### config.mk
export PLATFORM = sky130hd
export DESIGN_NAME = usb_rx_bit_decoder
export DESIGN_NICKNAME = d
export VERILOG_FILES = /design/src/rtl/usb_rx_pkg.sv /design/src/rtl/usb_nrzi_decoder.sv /design/src/rtl/usb_rx_bit_decoder.sv
export SDC_FILE = /design/constraint.sdc
export NUM_CORES = 1
export LEC_CHECK = 0
export BUFFER_PORTS_ARGS = -buffer_cell sky130_fd_sc_hd__buf_2
export CORE_AREA = 3 3 60 62
export CTS_CLUSTER_DIAMETER = 100
export CTS_CLUSTER_SIZE = 14
export DETAILED_ROUTE_END_ITERATION = 12
export DIE_AREA = 0 0 63 65
export PLACE_DENSITY = 0.62
export SLEW_MARGIN = 0
export SYNTH_ARGS = -nofsm -noshare
export SYNTH_HDL_FRONTEND = slang
export SYNTH_SLANG_ARGS = --single-unit
### constraint.sdc
create_clock -name clk -period 2.3 [get_ports clk]
set_input_delay 0.69 -clock clk [delete_from_list [all_inputs] [get_ports clk]]
set_output_delay 0.69 -clock clk [all_outputs]
set_load 0.01 [all_outputs]
### src/rtl/usb_rx_pkg.sv
// Shared types and defaults for the USB receive bit decoder.
// Line-state codes are the raw {dp, dm} pair.
package usb_rx_pkg;

  typedef enum logic [1:0] {
    LS_SE0 = 2'b00,
    LS_K   = 2'b01,
    LS_J   = 2'b10,
    LS_SE1 = 2'b11
  } line_state_t;

  typedef enum logic [1:0] {
    ST_IDLE,
    ST_SYNC,
    ST_DATA,
    ST_EOP
  } rx_state_t;

  typedef struct packed {
    logic serial;
    logic shift;
    logic rx_active;
    logic sop;
    logic eop;
    logic stuff_err;
    logic line_err;
    logic align_err;
  } rx_out_t;

  localparam int unsigned DEF_STUFF_LEN      = 6;
  localparam int unsigned DEF_SYNC_MIN_ZEROS = 5;

  function automatic line_state_t classify(input logic dp, input logic dm);
    return line_state_t'({dp, dm});
  endfunction

endpackage

### src/rtl/usb_nrzi_decoder.sv
// Classifies the synchronized dp/dm pair and NRZI-decodes it against the
// previously sampled line state.
module usb_nrzi_decoder
  import usb_rx_pkg::*;
(
  input  logic        clk,
  input  logic        nRST,
  input  logic        sample_en_i,
  input  logic        dp_i,
  input  logic        dm_i,
  input  logic        force_j_i,
  output line_state_t line_o,
  output logic        bit_o
);

  line_state_t prev_q;

  assign line_o = classify(dp_i, dm_i);
  // No transition decodes as 1, a J/K transition as 0.
  assign bit_o  = (line_o == prev_q);

  always_ff @(posedge clk) begin
    // NOTE: non-blocking assignment so every flop samples pre-edge values.
    if (!nRST) begin
      prev_q <= LS_J;
    end else if (sample_en_i) begin
      prev_q <= force_j_i ? LS_J : line_o;
    end
  end

endmodule

### src/rtl/usb_rx_bit_decoder.sv
// USB receive bit decoder: SYNC detection, bit unstuffing, EOP detection
// and error reporting; every output is registered.
module usb_rx_bit_decoder
  import usb_rx_pkg::*;
#(
  parameter int unsigned STUFF_LEN      = DEF_STUFF_LEN,
  parameter int unsigned SYNC_MIN_ZEROS = DEF_SYNC_MIN_ZEROS
) (
  input  logic clk,
  input  logic nRST,
  input  logic sample_en,
  input  logic dp,
  input  logic dm,
  output logic serial_out,
  output logic shift_enable,
  output logic rx_active,
  output logic sop,
  output logic eop,
  output logic stuff_err,
  output logic line_err,
  output logic align_err
);

  localparam int unsigned       ONES_W    = $clog2(STUFF_LEN + 1);
  localparam logic [ONES_W-1:0] STUFF_MAX = ONES_W'(STUFF_LEN);

  rx_state_t         state_q, state_d;
  logic [2:0]        zero_cnt_q, zero_cnt_d;
  logic [ONES_W-1:0] ones_cnt_q, ones_cnt_d;
  logic [2:0]        bit_cnt_q, bit_cnt_d;
  logic [1:0]        se0_cnt_q, se0_cnt_d;
  rx_out_t           out_q, out_d;

  line_state_t line;
  logic        dec_bit;
  logic        force_j;

  usb_nrzi_decoder u_nrzi (
    .clk        (clk),
    .nRST       (nRST),
    .sample_en_i(sample_en),
    .dp_i       (dp),
    .dm_i       (dm),
    .force_j_i  (force_j),
    .line_o     (line),
    .bit_o      (dec_bit)
  );

  always_comb begin
    // NOTE: every variable gets a default first so no path infers a latch.
    state_d         = state_q;
    zero_cnt_d      = zero_cnt_q;
    ones_cnt_d      = ones_cnt_q;
    bit_cnt_d       = bit_cnt_q;
    se0_cnt_d       = se0_cnt_q;
    out_d           = '0;
    out_d.rx_active = out_q.rx_active;

    if (sample_en) begin
      unique case (state_q)
        ST_IDLE: begin
          if (line == LS_K) begin
            state_d    = ST_SYNC;
            zero_cnt_d = 3'd1;
          end
        end
        ST_SYNC: begin
          if (line == LS_SE0 || line == LS_SE1) begin
            state_d = ST_IDLE;
          end else if (!dec_bit) begin
            zero_cnt_d = (zero_cnt_q == 3'd7) ? 3'd7 : zero_cnt_q + 3'd1;
          end else if (32'(zero_cnt_q) >= SYNC_MIN_ZEROS) begin
            state_d         = ST_DATA;
            out_d.sop       = 1'b1;
            out_d.rx_active = 1'b1;
            ones_cnt_d      = '0;
            bit_cnt_d       = '0;
          end else begin
            state_d = ST_IDLE;
          end
        end
        ST_DATA: begin
          case (line)
            LS_SE0: begin
              state_d   = ST_EOP;
              se0_cnt_d = 2'd1;
            end
            LS_SE1: begin
              state_d        = ST_IDLE;
              out_d.line_err = 1'b1;
            end
            default: begin
              // After STUFF_LEN ones the next bit must be a stuffed 0.
              if (ones_cnt_q == STUFF_MAX) begin
                if (!dec_bit) begin
                  ones_cnt_d = '0;
                end else begin
                  state_d         = ST_IDLE;
                  out_d.stuff_err = 1'b1;
                end
              end else begin
                out_d.shift  = 1'b1;
                out_d.serial = dec_bit;
                ones_cnt_d   = dec_bit ? ones_cnt_q + 1'b1 : '0;
                bit_cnt_d    = bit_cnt_q + 3'd1;
              end
            end
          endcase
        end
        ST_EOP: begin
          if (line == LS_SE0 && se0_cnt_q < 2'd2) begin
            se0_cnt_d = se0_cnt_q + 2'd1;
          end else if (line == LS_J) begin
            state_d         = ST_IDLE;
            out_d.eop       = 1'b1;
            out_d.align_err = (bit_cnt_q != 3'd0);
          end else begin
            state_d        = ST_IDLE;
            out_d.line_err = 1'b1;
          end
        end
        default: state_d = ST_IDLE;
      endcase
    end

    if (state_d == ST_IDLE) begin
      zero_cnt_d      = '0;
      ones_cnt_d      = '0;
      bit_cnt_d       = '0;
      se0_cnt_d       = '0;
      out_d.rx_active = 1'b0;
    end
  end

  assign force_j = (state_d == ST_IDLE);

  always_ff @(posedge clk) begin
    // NOTE: reset is synchronous; nRST only takes effect on a clock edge.
    if (!nRST) begin
      state_q    <= ST_IDLE;
      zero_cnt_q <= '0;
      ones_cnt_q <= '0;
      bit_cnt_q  <= '0;
      se0_cnt_q  <= '0;
      out_q      <= '0;
    end else begin
      state_q    <= state_d;
      zero_cnt_q <= zero_cnt_d;
      ones_cnt_q <= ones_cnt_d;
      bit_cnt_q  <= bit_cnt_d;
      se0_cnt_q  <= se0_cnt_d;
      out_q      <= out_d;
    end
  end

  assign serial_out   = out_q.serial;
  assign shift_enable = out_q.shift;
  assign rx_active    = out_q.rx_active;
  assign sop          = out_q.sop;
  assign eop          = out_q.eop;
  assign stuff_err    = out_q.stuff_err;
  assign line_err     = out_q.line_err;
  assign align_err    = out_q.align_err;

endmodule
==> qor.csv <==
stage,metric,value,unit
timing,measured slew at the worst slew-check pin,471,ps
worst_setup_path,critical path depth,8,
finish,Nets,204,
worst_setup_path,CP endpoint,u_nrzi.prev_q[0]$_SDFFE_PN0P_,
worst_setup_path,largest stage delay on the critical path,390,ps
pwr,PwrDens,436,nW/um^2
finish,final core occ,0.529,
global_route,pin count of the biggest net entering global routing,16,
hold_path,cell depth of the worst min-delay path,2,
worst_setup_path,slowest library cell on the worst path,dfxtp_1,
yosys,synth warn,0,
worst_setup_path,"CP delay by family, top",compound AO/OA/AOI/OAI gates,
cts,hold buffers post-CTS,0,
floorplanning,num rows,20,
yosys,Syn Std Cell Area,1380,sq um
global_route,gr usage total,0.171,
worst_setup_path,critical path endpoint category,register,
timing,FMAX,477,MHz
yosys,Post-Syn Instances,158,
yosys,Yosys reg bits,23,
floorplanning,die area,4100,sq um
yosys,top-count cell post-synth,dfxtp_1,
worst_setup_path,"Critical Path, Cell by Cell",inv_1 > ha_1 > or3_1 > and4_1 > buf_4 > a21boi_0 > o21ai_0 > a41o_1,
run,max cap viols,0,
global_route,first-pass GRT wire length,5.62,mm
worst_setup_path,WS Path Type,register to register,
placement,global placement routability congestion,0.840,
yosys,Yosys top cell area share,0.333,
worst_setup_path,Worst Path Arrival,2330,ps
drt,iteration-0 DRC count of the detailed router,69,
timing,unrepaired setup endpoints after global routing,no,
yosys,"top cells by count, synth","23 x dfxtp_1, 15 x nand2_1, 13 x inv_1, 11 x a21oi_1, 10 x ha_1",
global_route,vias in the first global route,1245,
timing,setup_tns,0,ps
timing,Final Cycle Share,0.912,
drt,DRT antenna net count,0,
yosys,Yosys top cell by area,dfxtp_1,
cts,TritonCTS sink count,23,
cts,cts bufs inserted,3,
timing,clk_skew,3.73,ps
drt,Initial DRT Pass Iterations,4,
timing,slew margin rel.,0.683,
worst_setup_path,FF-to-FF setup slack,200,ps
worst_setup_path,R2R Path Start,zero_cnt_q[1]$_SDFFE_PP0P_,
drt,drt via density,5.52,
drt,Remaining DRCs,0,
yosys,ys async rst share,0,
placement,HPWL Detailed,2.40,mm
cts,Post-CTS Setup Inserts,0,
finish,# fillers,291,
worst_setup_path,reg2reg path depth,8,
worst_setup_path,Startpoint Class,register,
timing,Final Slew Violations,0,
placement,Buffers on Ports,12,
global_route,initial antenna violation count,0,
cts,H-tree levels,1,
timing,final hold violation count,0,
pwr,Peak VDD IR,0.318,mV
cts,Clock transition at path regs,130,ps
drt,vias,1281,
worst_setup_path,largest fanout on the critical path,4,
cts,Clock Latency Late Sink,320,ps
worst_setup_path,worst r2r dst,u_nrzi.prev_q[0]$_SDFFE_PN0P_,
drt,total wire length,3.14,mm
worst_setup_path,"Req. time, crit path",2530,ps
run_status,status,"finished, final reports clean",
drt,Routed WL per cell,13.5,um
cts,post-cts resize count,0,
finish,diodes inserted,0,
yosys,"EDFF count, synth",0,
placement,dpl cells,228,
pwr,Leakage,0.627,nW
finish,share of post-route cells with drive strength above 1,0.239,
floorplanning,starting density of the core,0.449,
timing,endpoints failing setup,0,
cts,CTS tree,yes,
yosys,register area share after synthesis,0.333,
cts,clk buf depth,2,
yosys,syn nets,173,
worst_setup_path,crit path from,zero_cnt_q[1]$_SDFFE_PP0P_,
hold_path,Hold Path Class,register to register,
yosys,"top cells by area, synth","dfxtp_1 33%, ha_1 9.1%, nand2_1 4.1%",
yosys,synth unique cells,44,
finish,"Area growth, synth to finish",17.8,%
cts,Root Buffer,clkbuf_4,
finish,Non-Filler Instances,232,
worst_setup_path,worst path bufs/invs,2,
floorplanning,I/O Pins,13,
floorplanning,die width,63,um
global_route,GRT overflow,0,
yosys,dominant synthesized flop cell,dfxtp_1,
floorplanning,Die Ht,65,um
timing,"Min Clock Period, post-route",2100,ps
yosys,Mean Syn Cell Area,8.74,sq um
floorplanning,core area,3080,sq um
-- through the flow --
step	hold WS, ps	power (mW)	worst slack [ps]	cell area [sq um]
after floorplan	450	0.484	35.1	1380
after global placement	455	0.523	-87.9	1600
after detailed placement	461	0.524	-113	1600
after CTS	494	0.718	209	1630
after global routing	521	0.750	85.6	1630
final	489	0.709	202	1630
-- sequential cells by signal, indices dropped and copies added, names as in the netlist --
| signal | count |
|---|---|
| sop | 1 |
| eop | 1 |
| line_err | 1 |
| u_nrzi.prev_q | 2 |
| ones_cnt_q | 3 |
| zero_cnt_q | 3 |
| rx_active | 1 |
| shift_enable | 1 |
| serial_out | 1 |
| stuff_err | 1 |
| state_q | 2 |
| se0_cnt_q | 2 |
| bit_cnt_q | 3 |
| align_err | 1 |
-- power by group --
part           leakage (nW)  internal [mW]  switching [mW]
clock network        0.0177         0.0652           0.127
logic                 0.424         0.0480          0.0610
registers             0.185          0.401         0.00690
total                 0.627          0.515           0.195
-- how the worst min path moves through the flow --
stage,start,endpoint,slack [ps]
2_1_floorplan,ones_cnt_q[1]$_SDFFE_PP0P_,ones_cnt_q[1]$_SDFFE_PP0P_,450
3_3_place_gp,rx_active$_SDFFE_PP0P_,rx_active$_SDFFE_PP0P_,450
3_5_place_dp,rx_active$_SDFFE_PP0P_,rx_active$_SDFFE_PP0P_,460
4_1_cts,ones_cnt_q[1]$_SDFFE_PP0P_,ones_cnt_q[1]$_SDFFE_PP0P_,490
5_1_grt,ones_cnt_q[1]$_SDFFE_PP0P_,ones_cnt_q[1]$_SDFFE_PP0P_,520
6_report,ones_cnt_q[1]$_SDFFE_PP0P_,ones_cnt_q[1]$_SDFFE_PP0P_,490
-- worst register-to-register path, cell delays in order (launching register included) --
cell and delay (ps):
dfxtp_1 390, inv_1 60, ha_1 170, or3_1 320, and4_1 210, buf_4 140, a21boi_0 270, o21ai_0 170
a41o_1 270
-- kinds of logic after synthesis --
group / synth area share
AND/OR/NAND/NOR: 0.238
AO/OA/AOI/OAI: 0.224
flip-flops: 0.333
buffers and inverters: 0.0743
adder cells (fa/ha/maj): 0.0906
XOR/XNOR: 0.0399
-- layout by cell type (no fill, tap or decap), types with 3 or more instances in the layout --
cell and instances:
dfxtp_1 23, buf_4 21, nand2_1 15, inv_1 13, buf_2 12, a21oi_1 11
ha_1 10, o21ai_0 8, nor2_1 8, or3_1 5, nor3_1 5, nand4_1 4
nand3_1 4, nand3b_1 3, a211oi_1 3, nor2b_1 3, a21boi_0 3, clkbuf_4 3
-- final cells by class --
cell class / instances / area [sq um] / area share
clock buffers: 3 / 22.5 / 0.0138
repair buffers: 33 / 218 / 0.134
flip-flops and latches: 23 / 460 / 0.283
clock inverters: 1 / 5.00 / 0.00307
well taps: 44 / 55.1 / 0.0338
multi-input cells: 115 / 818 / 0.503
inverters: 13 / 48.8 / 0.0300
-- per-layer routing --
metal	part of all wire	vias to the layer above	track usage
met5	0	-	0
met4	0.018	0	0.0634
met3	0.046	8	0.0503
met2	0.46	28	0.274
met1	0.47	614	0.216
li1	-	631	-
Note: power is estimated with default switching activity, not from simulation.
